--- src/rtl/regwrite_arbiter_pkg.sv ---
// regwrite_arbiter_pkg: shared widths, zero-register index and buffered write request type
package regwrite_arbiter_pkg;
  localparam int ADDR_W = 5;
  localparam int DATA_W = 32;
  localparam logic [ADDR_W-1:0] REG_ZERO = 5'd0;
  typedef struct packed {
    logic valid;
    logic kill;
    logic [ADDR_W-1:0] id;
    logic [DATA_W-1:0] data;
  } wr_req_t;
endpackage

--- src/rtl/regwrite_arbiter_if.sv ---
// regwrite_arbiter_if: WB/MDU request, register-file write and hazard signals of the arbiter
interface regwrite_arbiter_if
  import regwrite_arbiter_pkg::*;
#(parameter int DEPTH = 2);
  localparam int CW = $clog2(DEPTH + 1);
  logic is_stalling;
  logic wb_we;
  logic [ADDR_W-1:0] wb_id;
  logic [DATA_W-1:0] wb_data;
  logic mdu_valid;
  logic [ADDR_W-1:0] mdu_id;
  logic [DATA_W-1:0] mdu_data;
  logic mdu_ready;
  logic rf_we;
  logic [ADDR_W-1:0] rf_id;
  logic [DATA_W-1:0] rf_data;
  logic [ADDR_W-1:0] rd_rs_id;
  logic [ADDR_W-1:0] rd_rt_id;
  logic hazard;
  logic [CW-1:0] count;
  modport master (
    output is_stalling, wb_we, wb_id, wb_data, mdu_valid, mdu_id, mdu_data, rd_rs_id, rd_rt_id,
    input mdu_ready, rf_we, rf_id, rf_data, hazard, count
  );
  modport slave (
    input is_stalling, wb_we, wb_id, wb_data, mdu_valid, mdu_id, mdu_data, rd_rs_id, rd_rt_id,
    output mdu_ready, rf_we, rf_id, rf_data, hazard, count
  );
endinterface

--- src/rtl/regwrite_fifo.sv ---
// regwrite_fifo: circular buffer of pending MDU writes with id-match kill and hazard match vector
module regwrite_fifo
  import regwrite_arbiter_pkg::*;
#(parameter int DEPTH = 2) (
  input  logic sys_clk,
  input  logic rst,
  input  logic push,
  input  logic push_kill,
  input  logic [ADDR_W-1:0] push_id,
  input  logic [DATA_W-1:0] push_data,
  input  logic pop,
  input  logic kill_en,
  input  logic [ADDR_W-1:0] kill_id,
  input  logic [ADDR_W-1:0] rs_id,
  input  logic [ADDR_W-1:0] rt_id,
  output wr_req_t head,
  output logic [$clog2(DEPTH+1)-1:0] count,
  output logic [DEPTH-1:0] hit
);
  localparam int PW = $clog2(DEPTH);
  localparam int CW = $clog2(DEPTH + 1);
  wr_req_t mem [DEPTH];
  logic [PW-1:0] hd, tl;
  assign head = mem[hd];
  for (genvar i = 0; i < DEPTH; i++) begin : g_hit
    assign hit[i] = mem[i].valid && !mem[i].kill && (mem[i].id == rs_id || mem[i].id == rt_id);
  end
  // kill matching entries, then retire head and append tail; pointers wrap by width
  always_ff @(posedge sys_clk) begin
    if (rst) begin
      hd <= '0;
      tl <= '0;
      count <= '0;
      for (int j = 0; j < DEPTH; j++) mem[j] <= '0;
    end else begin
      for (int j = 0; j < DEPTH; j++)
        if (kill_en && mem[j].valid && mem[j].id == kill_id) mem[j].kill <= 1'b1;
      if (pop) mem[hd].valid <= 1'b0;
      if (push) mem[tl] <= '{valid: 1'b1, kill: push_kill, id: push_id, data: push_data};
      hd <= hd + PW'(pop);
      tl <= tl + PW'(push);
      count <= count + CW'(push) - CW'(pop);
    end
  end
endmodule

--- src/rtl/regwrite_arbiter.sv ---
// regwrite_arbiter: shares the register-file write port between WB and the MDU
module regwrite_arbiter
  import regwrite_arbiter_pkg::*;
#(parameter int DEPTH = 2) (
  input logic sys_clk,
  input logic rst,
  regwrite_arbiter_if.slave bus
);
  wr_req_t head;
  logic [DEPTH-1:0] hit;
  logic [$clog2(DEPTH+1)-1:0] cnt;
  logic wb_req, wb_kill, mdu_acc, bypass, head_live, pop, push;
  assign bus.count = cnt;
  // WB wins, then a live buffer head, then an MDU bypass into an empty buffer
  always_comb begin
    wb_req = bus.wb_we && bus.wb_id != REG_ZERO;
    wb_kill = wb_req && !bus.is_stalling;
    bus.mdu_ready = !rst && int'(cnt) < DEPTH;
    mdu_acc = bus.mdu_valid && bus.mdu_id != REG_ZERO && bus.mdu_ready;
    bypass = mdu_acc && cnt == '0 && !wb_req && !bus.is_stalling;
    head_live = head.valid && !head.kill;
    pop = head.valid && (head.kill || (!wb_req && !bus.is_stalling));
    push = mdu_acc && !bypass;
    bus.rf_we = !rst && (wb_req || head_live || bypass);
    bus.rf_id = rst ? REG_ZERO : wb_req ? bus.wb_id : head_live ? head.id : bypass ? bus.mdu_id : REG_ZERO;
    bus.rf_data = rst ? '0 : wb_req ? bus.wb_data : head_live ? head.data : bypass ? bus.mdu_data : '0;
    bus.hazard = !rst && (|hit || (mdu_acc && (bus.mdu_id == bus.rd_rs_id || bus.mdu_id == bus.rd_rt_id)));
  end
  regwrite_fifo #(.DEPTH(DEPTH)) u_fifo (
    .sys_clk(sys_clk),
    .rst(rst),
    .push(push),
    .push_kill(wb_kill && bus.wb_id == bus.mdu_id),
    .push_id(bus.mdu_id),
    .push_data(bus.mdu_data),
    .pop(pop),
    .kill_en(wb_kill),
    .kill_id(bus.wb_id),
    .rs_id(bus.rd_rs_id),
    .rt_id(bus.rd_rt_id),
    .head(head),
    .count(cnt),
    .hit(hit)
  );
endmodule

--- src/flat_wrapper.sv ---
// flat-port wrapper written by rule: the top's interface ports become plain ports
module regwrite_arbiter_flat import regwrite_arbiter_pkg::*;
#(parameter int DEPTH = 2)
  (sys_clk, rst, bus_is_stalling, bus_wb_we, bus_wb_id, bus_wb_data, bus_mdu_valid, bus_mdu_id, bus_mdu_data, bus_rd_rs_id, bus_rd_rt_id, bus_mdu_ready, bus_rf_we, bus_rf_id, bus_rf_data, bus_hazard, bus_count);
  regwrite_arbiter_if #(.DEPTH(DEPTH)) bus_i ();
  input logic sys_clk;
  input logic rst;
  input wire logic [$bits(bus_i.is_stalling)-1:0] bus_is_stalling;
  input wire logic [$bits(bus_i.wb_we)-1:0] bus_wb_we;
  input wire logic [$bits(bus_i.wb_id)-1:0] bus_wb_id;
  input wire logic [$bits(bus_i.wb_data)-1:0] bus_wb_data;
  input wire logic [$bits(bus_i.mdu_valid)-1:0] bus_mdu_valid;
  input wire logic [$bits(bus_i.mdu_id)-1:0] bus_mdu_id;
  input wire logic [$bits(bus_i.mdu_data)-1:0] bus_mdu_data;
  input wire logic [$bits(bus_i.rd_rs_id)-1:0] bus_rd_rs_id;
  input wire logic [$bits(bus_i.rd_rt_id)-1:0] bus_rd_rt_id;
  output wire logic [$bits(bus_i.mdu_ready)-1:0] bus_mdu_ready;
  output wire logic [$bits(bus_i.rf_we)-1:0] bus_rf_we;
  output wire logic [$bits(bus_i.rf_id)-1:0] bus_rf_id;
  output wire logic [$bits(bus_i.rf_data)-1:0] bus_rf_data;
  output wire logic [$bits(bus_i.hazard)-1:0] bus_hazard;
  output wire logic [$bits(bus_i.count)-1:0] bus_count;
  assign bus_i.is_stalling = bus_is_stalling;
  assign bus_i.wb_we = bus_wb_we;
  assign bus_i.wb_id = bus_wb_id;
  assign bus_i.wb_data = bus_wb_data;
  assign bus_i.mdu_valid = bus_mdu_valid;
  assign bus_i.mdu_id = bus_mdu_id;
  assign bus_i.mdu_data = bus_mdu_data;
  assign bus_i.rd_rs_id = bus_rd_rs_id;
  assign bus_i.rd_rt_id = bus_rd_rt_id;
  assign bus_mdu_ready = bus_i.mdu_ready;
  assign bus_rf_we = bus_i.rf_we;
  assign bus_rf_id = bus_i.rf_id;
  assign bus_rf_data = bus_i.rf_data;
  assign bus_hazard = bus_i.hazard;
  assign bus_count = bus_i.count;
  regwrite_arbiter #(.DEPTH(DEPTH)) u_core (.sys_clk(sys_clk), .rst(rst), .bus(bus_i));
endmodule
--- config.mk ---
export PLATFORM = sky130hd
export DESIGN_NAME = regwrite_arbiter_flat
export DESIGN_NICKNAME = d
export VERILOG_FILES = /design/src/rtl/regwrite_arbiter_pkg.sv /design/src/rtl/regwrite_arbiter_if.sv /design/src/rtl/regwrite_fifo.sv /design/src/rtl/regwrite_arbiter.sv /design/src/flat_wrapper.sv
export SDC_FILE = /design/constraint.sdc
export NUM_CORES = 1
export LEC_CHECK = 0
export CORE_UTILIZATION = 45
export CTS_BUF_LIST = sky130_fd_sc_hd__clkbuf_4 sky130_fd_sc_hd__clkbuf_8 sky130_fd_sc_hd__clkbuf_16
export DETAILED_ROUTE_END_ITERATION = 10
export PLACE_DENSITY = 0.74
export SYNTH_ARGS = -nofsm -noshare
export SYNTH_HDL_FRONTEND = slang
export SYNTH_SLANG_ARGS = --single-unit
export TNS_END_PERCENT = 1
--- constraint.sdc ---
create_clock -name sys_clk -period 8.5 [get_ports sys_clk]
set_input_delay 0.85 -clock sys_clk [delete_from_list [all_inputs] [get_ports sys_clk]]
set_output_delay 0.85 -clock sys_clk [all_outputs]
set_load 0.005 [all_outputs]
* After elaboration in Yosys (flattened, before gate mapping) *
Memories as Yosys holds them, arrays and structs flattened. A register that Yosys moved wholly into a read port is not among the register bits.
Cells that the tools add are included.

storage, ports and cells
  memories kept = 1
  word-level logic and storage cells = 87
  bits in writable memories = 78
  bits in latches = 0
  register bits after elaboration = 4
  input port bits = 89
  bits in read-only memories = 0
  output and inout port bits = 42

operators by class
  order comparisons = 1
  bitwise gates (word level) = 2
  add/subtract/negate cells = 4
  equal/unequal tests = 9
  $mul = 0
  div/mod/pow operators = 0
  reductions and logical operators = 42
  shift-type cells = 0
  mux-type cells = 25

memory list
  name               depth  width  rd ports  clocked after memory_dff  wr ports  RTL line             text
  u_core.u_fifo.mem  2      39     3         1                         4         regwrite_fifo.sv:22  wr_req_t mem [DEPTH];

operator list
  cell                count
  $mux 32             4
  $eq 5x5->1          9
  $logic_and 1x1->1   24
  $mux 5              4
  $mux 1              17
  $reduce_bool 5->1   2
  $logic_not 1->1     7
  $logic_or 1x1->1    7
  $add 1x1->1         2
  $add 2x1->2         1
  $logic_not 2->1     1
  $lt 2x2->1 const B  1
  $or 1x1->1          2
  $reduce_or 2->1     1
  $sub 2x1->2         1

* Depth between registers and ports, before layout *
  word-level depth = 11
  gate-level depth with buffers = 12
  gate-level depth less buffers = 10

* Modules after synthesis *
Synthesis repeated with hierarchy kept, for this count alone.

unflattened totals
  cell total of the unflattened synthesis = 500
  area, all modules = 5231.3 µm²

by module, submodules not included
  module            seq. area each (µm²)  cells each  area each (µm²)  instances
  regwrite_fifo     2402.3                286         3948.8           1
  regwrite_arbiter  0.0                   214         1282.5           1

* Worst setup path after synthesis *
OpenSTA, ideal clock, no wires.

  kind = input port to flip-flop
  start = input port bus_wb_id[3]
  end = memory u_core.u_fifo.mem[0][0] (netlist bit), enable pin
  data required time = 8.017 ns
  path slack = 3.677 ns
  buffers on the path = 1
  library setup time = 0.483 ns
  arrival time = 4.341 ns
  stages = 5
  path through = clkbuf_1 nor2_1 a31oi_2 nand2_1 o21ai_0

RTL lines
  element             RTL line             text
  start: declaration  flat_wrapper.sv:10   input wire logic [$bits(bus_i.wb_id)-1:0] bus_wb_id;
  end: declaration    regwrite_fifo.sv:22

* Worst setup path after layout *
  start = input port rst
  end = output port bus_rf_id[1]

between the ends
  cells in the longest elaborated chain, start to end = 10

ends and longest elaborated chain
  element                          RTL line                text
  start: declaration               flat_wrapper.sv:7       input logic rst;
  $logic_not 1->1                  regwrite_arbiter.sv:18  bus.mdu_ready = !rst && int'(cnt) < DEPTH;
  $logic_and 1x1->1                regwrite_arbiter.sv:18
  $logic_and 1x1->1                regwrite_arbiter.sv:19  mdu_acc = bus.mdu_valid && bus.mdu_id != REG_ZERO && bus.mdu_ready;
  $logic_and 1x1->1 (3 in series)  regwrite_arbiter.sv:20  bypass = mdu_acc && cnt == '0 && !wb_req && !bus.is_stalling;
  $mux 5 (3 in series)             regwrite_arbiter.sv:25  bus.rf_id = rst ? REG_ZERO : wb_req ? bus.wb_id : head_live ? head.id : bypass ? bus.mdu_id : REG_ZERO;
  $mux 5 (*)                       regwrite_arbiter.sv:25
  end: declaration                 flat_wrapper.sv:19      output wire logic [$bits(bus_i.rf_id)-1:0] bus_rf_id;

Mark *: on every way between the ends. The rest lies on a longest branch, timed or not.

==> run_summary.xml <==
<?xml version="1.0" encoding="UTF-8"?>
<metrics>
  <group name="status">
    <metric name="status" unit="">finished clean</metric>
  </group>
  <group name="clock_network">
    <metric name="clk_transition_reported_paths" unit="ps">60</metric>
    <metric name="quantity_of_hold_fixing_buffers_added_after_cts" unit="">0</metric>
    <metric name="clock_latency" unit="ps">340</metric>
    <metric name="root_buffer" unit="">sky130_fd_sc_hd__clkbuf_16</metric>
    <metric name="cts.sinks" unit="">82</metric>
    <metric name="numCtsBuffers" unit="">9</metric>
    <metric name="htree_num_levels" unit="">3</metric>
    <metric name="tritoncts" unit="">yes</metric>
    <metric name="clock_tree.buffer_depth" unit="">2</metric>
    <metric name="post_cts.repair.setup_buffers" unit="">0</metric>
    <metric name="post_cts_resized" unit="">0</metric>
  </group>
  <group name="grt">
    <metric name="antenna_violations_before_repair" unit="">0</metric>
    <metric name="first_global_vias" unit="">4432</metric>
    <metric name="global_route_wire_length_before_repair" unit="um">22790</metric>
    <metric name="globalRouteTotalUtil" unit="%">23.15</metric>
    <metric name="sum_of_overflow_across_all_layers_after_global_routing" unit="">0</metric>
    <metric name="grt_start_max_net_pins" unit="">49</metric>
  </group>
  <group name="placed_design">
    <metric name="detailedPlacementHpwl" unit="um">9094</metric>
    <metric name="gp_routability_congestion" unit="">0.8507</metric>
    <metric name="placed_cells" unit="">752</metric>
    <metric name="buffer_ports.inserted" unit="">130</metric>
  </group>
  <group name="drt">
    <metric name="met2_wirelength" unit="um">6778</metric>
    <metric name="drt_drc_violations_left" unit="">0</metric>
    <metric name="met3WireLength" unit="um">984</metric>
    <metric name="drtIter0Drc" unit="">283</metric>
    <metric name="drt-wirelength-per-cell" unit="um">18.30</metric>
    <metric name="ant_nets" unit="">0</metric>
    <metric name="met1_length" unit="um">6105</metric>
    <metric name="highest_layer_used_for_signal_routing" unit="">met4</metric>
    <metric name="route.detailed.vias_per_inst" unit="">5.808</metric>
    <metric name="via_total_after_detailed_routing" unit="">4455</metric>
    <metric name="number_of_iterations_in_the_first_detailed_routing_pass" unit="">5</metric>
    <metric name="postRouteWirelength" unit="um">14040</metric>
  </group>
  <group name="final_layout">
    <metric name="diodes" unit="">0</metric>
    <metric name="final_layout_size_suffix_gt1_share" unit="%">5.769</metric>
    <metric name="synthToLayoutAreaGrowth" unit="%">30.80</metric>
    <metric name="multi_input_combinational_cell_area" unit="mm2">0.002653</metric>
    <metric name="final_cell_count_no_fill" unit="">767</metric>
    <metric name="finish.net_count" unit="">711</metric>
    <metric name="final_util" unit="%">60.43</metric>
    <metric name="final-seq-area" unit="mm2">0.002404</metric>
    <metric name="filler_cells" unit="">996</metric>
  </group>
  <group name="sta">
    <metric name="layout_worst_path_cycle_share" unit="%">52.76</metric>
    <metric name="final.min_clock_period" unit="ps">4485</metric>
    <metric name="skew" unit="ps">6.736</metric>
    <metric name="timing.final.hold_violations" unit="">0</metric>
    <metric name="max_freq" unit="MHz">223.0</metric>
    <metric name="worstMarginPinSlew" unit="ps">1161</metric>
    <metric name="relSlewSlack" unit="%">22.40</metric>
    <metric name="rsz0062_at_grt" unit="">false</metric>
    <metric name="finalSetupTns" unit="ps">0</metric>
    <metric name="finalSetupViolations" unit="">0</metric>
    <metric name="timing.final.max_slew_violations" unit="">0</metric>
  </group>
  <group name="floorplan">
    <metric name="coreArea" unit="mm2">0.01147</metric>
    <metric name="placement_rows" unit="">39</metric>
    <metric name="pin_count" unit="">131</metric>
    <metric name="fp.dieArea" unit="mm2">0.01221</metric>
    <metric name="die_y" unit="um">110.5</metric>
    <metric name="die_w" unit="um">110.5</metric>
    <metric name="initial_utilization" unit="%">46.20</metric>
  </group>
  <group name="logic_synthesis">
    <metric name="synth-async-reset-ratio" unit="%">0</metric>
    <metric name="ys_seq_elements" unit="">82</metric>
    <metric name="postSynthAreaPerCell" unit="um2">10.11</metric>
    <metric name="synth-seq-area-share" unit="%">45.35</metric>
    <metric name="number_of_enable_flip_flop_cells_after_synthesis" unit="">76</metric>
    <metric name="mappedNetlistNets" unit="">615</metric>
    <metric name="postSynth.topFlopCell" unit="">sky130_fd_sc_hd__edfxtp_1</metric>
    <metric name="synthDistinctLibCells" unit="">50</metric>
    <metric name="yosys_warnings" unit="">0</metric>
    <metric name="synth_cells" unit="">524</metric>
    <metric name="syn-cell-area" unit="mm2">0.005298</metric>
  </group>
  <group name="worst_setup_path">
    <metric name="critPathKind" unit="">in -&gt; out</metric>
    <metric name="crit_path_top_delay_cell" unit="">sky130_fd_sc_hd__clkdlybuf4s50_1</metric>
    <metric name="worstPathMaxFanout" unit="">48</metric>
    <metric name="cp_data_required_time" unit="ps">7650</metric>
    <metric name="crit_chain" unit="">buf_2 &gt; or3b_4 &gt; a2111oi_4 &gt; buf_4 &gt; a311oi_1 &gt; nor3_1 &gt; clkdlybuf4s50_1</metric>
    <metric name="worst-endpoint-arrival" unit="ps">3630</metric>
    <metric name="critical-path-max-stage-delay" unit="ps">570</metric>
    <metric name="worstSetupEndpointType" unit="">output pin</metric>
    <metric name="critical_path_source_type" unit="">input port</metric>
  </group>
  <group name="run">
    <metric name="max_cap_viol_count" unit="">0</metric>
  </group>
  <group name="power_and_ir_drop">
    <metric name="vdd_drop_max" unit="uV">117.8</metric>
    <metric name="leakage_power_figure" unit="uW">0.002333</metric>
    <metric name="power.density" unit="mW/mm2">171.2</metric>
  </group>
  <group name="worst_hold_path">
    <metric name="hold_class" unit="">reg -&gt; reg</metric>
  </group>
</metrics>
==> routing by layer <==
metal	GRT usage (%)	vias up
li1	-	2120
met1	30.98	2135
met5	0	-
met2	38.30	180
met4	6.578	0
met3	4.281	20
==> kinds of logic (layout without fill, tap and decap cells) <==
kind of cell	after synthesis	after routing	share of synthesized area, %
compound gates	104	104	14.27
xor+xnor	47	47	7.771
fa+ha+maj	2	2	0.4723
buf+inv	59	159	5.054
flops	82	82	45.35
mux	37	37	6.991
simple gates	193	193	20.10
==> Yosys cell counts, drive strengths merged, types with 3 or more instances <==
library cell   n  area share [%]
nand3b         3            0.43
clkbuf        33             2.4
and2          73             8.6
a31oi          5            0.71
a32oi          3            0.50
dfxtp          6             2.3
a21oi         40             3.8
nand2         10            0.71
xor2          13             2.1
nor2b          4            0.47
mux2i         37             7.0
nor3          40             4.0
a311oi        37             6.1
edfxtp        76              43
nand4          4            0.47
buf           20             2.2
nor4           3            0.64
xnor2         34             5.6
nor2          42             3.0
nand3          6            0.57
inv            6            0.43
==> final cells by class <==
type | count | share of cell area [%]
Multi-Input combinational cell | 383 | 38.28
Sequential cell | 82 | 34.69
Timing Repair Buffer | 138 | 19.57
Clock buffer | 9 | 3.250
Tap cell | 143 | 2.582
Clock inverter | 6 | 1.300
Inverter | 6 | 0.3250
==> registers in the layout, indices dropped and copies added (netlist names) <==
| name | count |
|---|---|
| u_core.u_fifo.count | 2 |
| u_core.u_fifo.hd | 1 |
| u_core.u_fifo.mem | 78 |
| u_core.u_fifo.tl | 1 |
==> stage by stage <==
stage | power, uW | cell area, um2 | setup slack [ps] | hold WS [ps]
floorplan | 662.3 | 5298 | 3677 | 549.4
global placement | 770.6 | 6614 | 4094 | 554.5
detailed placement | 777.0 | 6614 | 4105 | 571.7
CTS | 1189 | 6929 | 4044 | 580.6
global route | 1230 | 6929 | 3904 | 618.0
finish | 1186 | 6929 | 4015 | 568.1
==> cells in the final DEF (no fill, tap or decap), types with 2 or more instances in the layout <==
cell,netlist,routed
sky130_fd_sc_hd__mux2i_1,37,37
sky130_fd_sc_hd__dfxtp_1,6,5
sky130_fd_sc_hd__nand3_1,6,6
sky130_fd_sc_hd__nand4_1,4,4
sky130_fd_sc_hd__inv_1,6,6
sky130_fd_sc_hd__a211oi_1,2,2
sky130_fd_sc_hd__and2_1,73,73
sky130_fd_sc_hd__bufinv_16,0,2
sky130_fd_sc_hd__xnor2_1,34,34
sky130_fd_sc_hd__nor4_1,2,2
sky130_fd_sc_hd__a31oi_1,4,4
sky130_fd_sc_hd__o22ai_1,2,2
sky130_fd_sc_hd__nor3_2,2,2
sky130_fd_sc_hd__a21oi_1,39,39
sky130_fd_sc_hd__nand2_1,10,9
sky130_fd_sc_hd__nor3_1,38,38
sky130_fd_sc_hd__nor3b_1,2,2
sky130_fd_sc_hd__nor2b_1,4,4
sky130_fd_sc_hd__nor2_1,42,42
sky130_fd_sc_hd__and3_1,2,2
sky130_fd_sc_hd__nand3b_1,3,3
sky130_fd_sc_hd__clkdlybuf4s50_1,0,129
sky130_fd_sc_hd__o211ai_1,2,2
sky130_fd_sc_hd__clkbuf_16,0,9
sky130_fd_sc_hd__xor2_1,13,13
sky130_fd_sc_hd__ha_1,2,2
sky130_fd_sc_hd__a32oi_1,3,3
sky130_fd_sc_hd__edfxtp_1,76,76
sky130_fd_sc_hd__a22oi_1,2,2
sky130_fd_sc_hd__buf_4,1,8
sky130_fd_sc_hd__a311oi_1,37,37
==> worst paths after layout <==
check	startpoint	end	slack (ps)	depth (start not counted)
setup / recovery	rst	bus_rf_id[1]	4020	7
hold / removal	u_core.u_fifo.count[1]$_SDFF_PP0_	u_core.u_fifo.count[1]$_SDFF_PP0_	570	2
setup reg to reg	u_core.u_fifo.count[1]$_SDFF_PP0_	u_core.u_fifo.mem[0][0]$_DFFE_PP_	5750	5
hold reg to reg	u_core.u_fifo.count[1]$_SDFF_PP0_	u_core.u_fifo.count[1]$_SDFF_PP0_	570	2
==> where the power goes <==
group	internal (uW)	leakage, uW	switching (uW)	total [uW]
clock network	257	0.000152	160	416
registers	477	0.000842	23.9	501
logic	136	0.00134	133	269
total	869	0.00233	317	1190
==> worst max-delay path: cells and delay by family <==
family                 cells  cell delay (ps)
and+or+nand+nor            2              850
buffers and inverters      3             1410
AOI/OAI and AO/OA          2              510
Note: power is estimated with default switching activity, not from simulation.
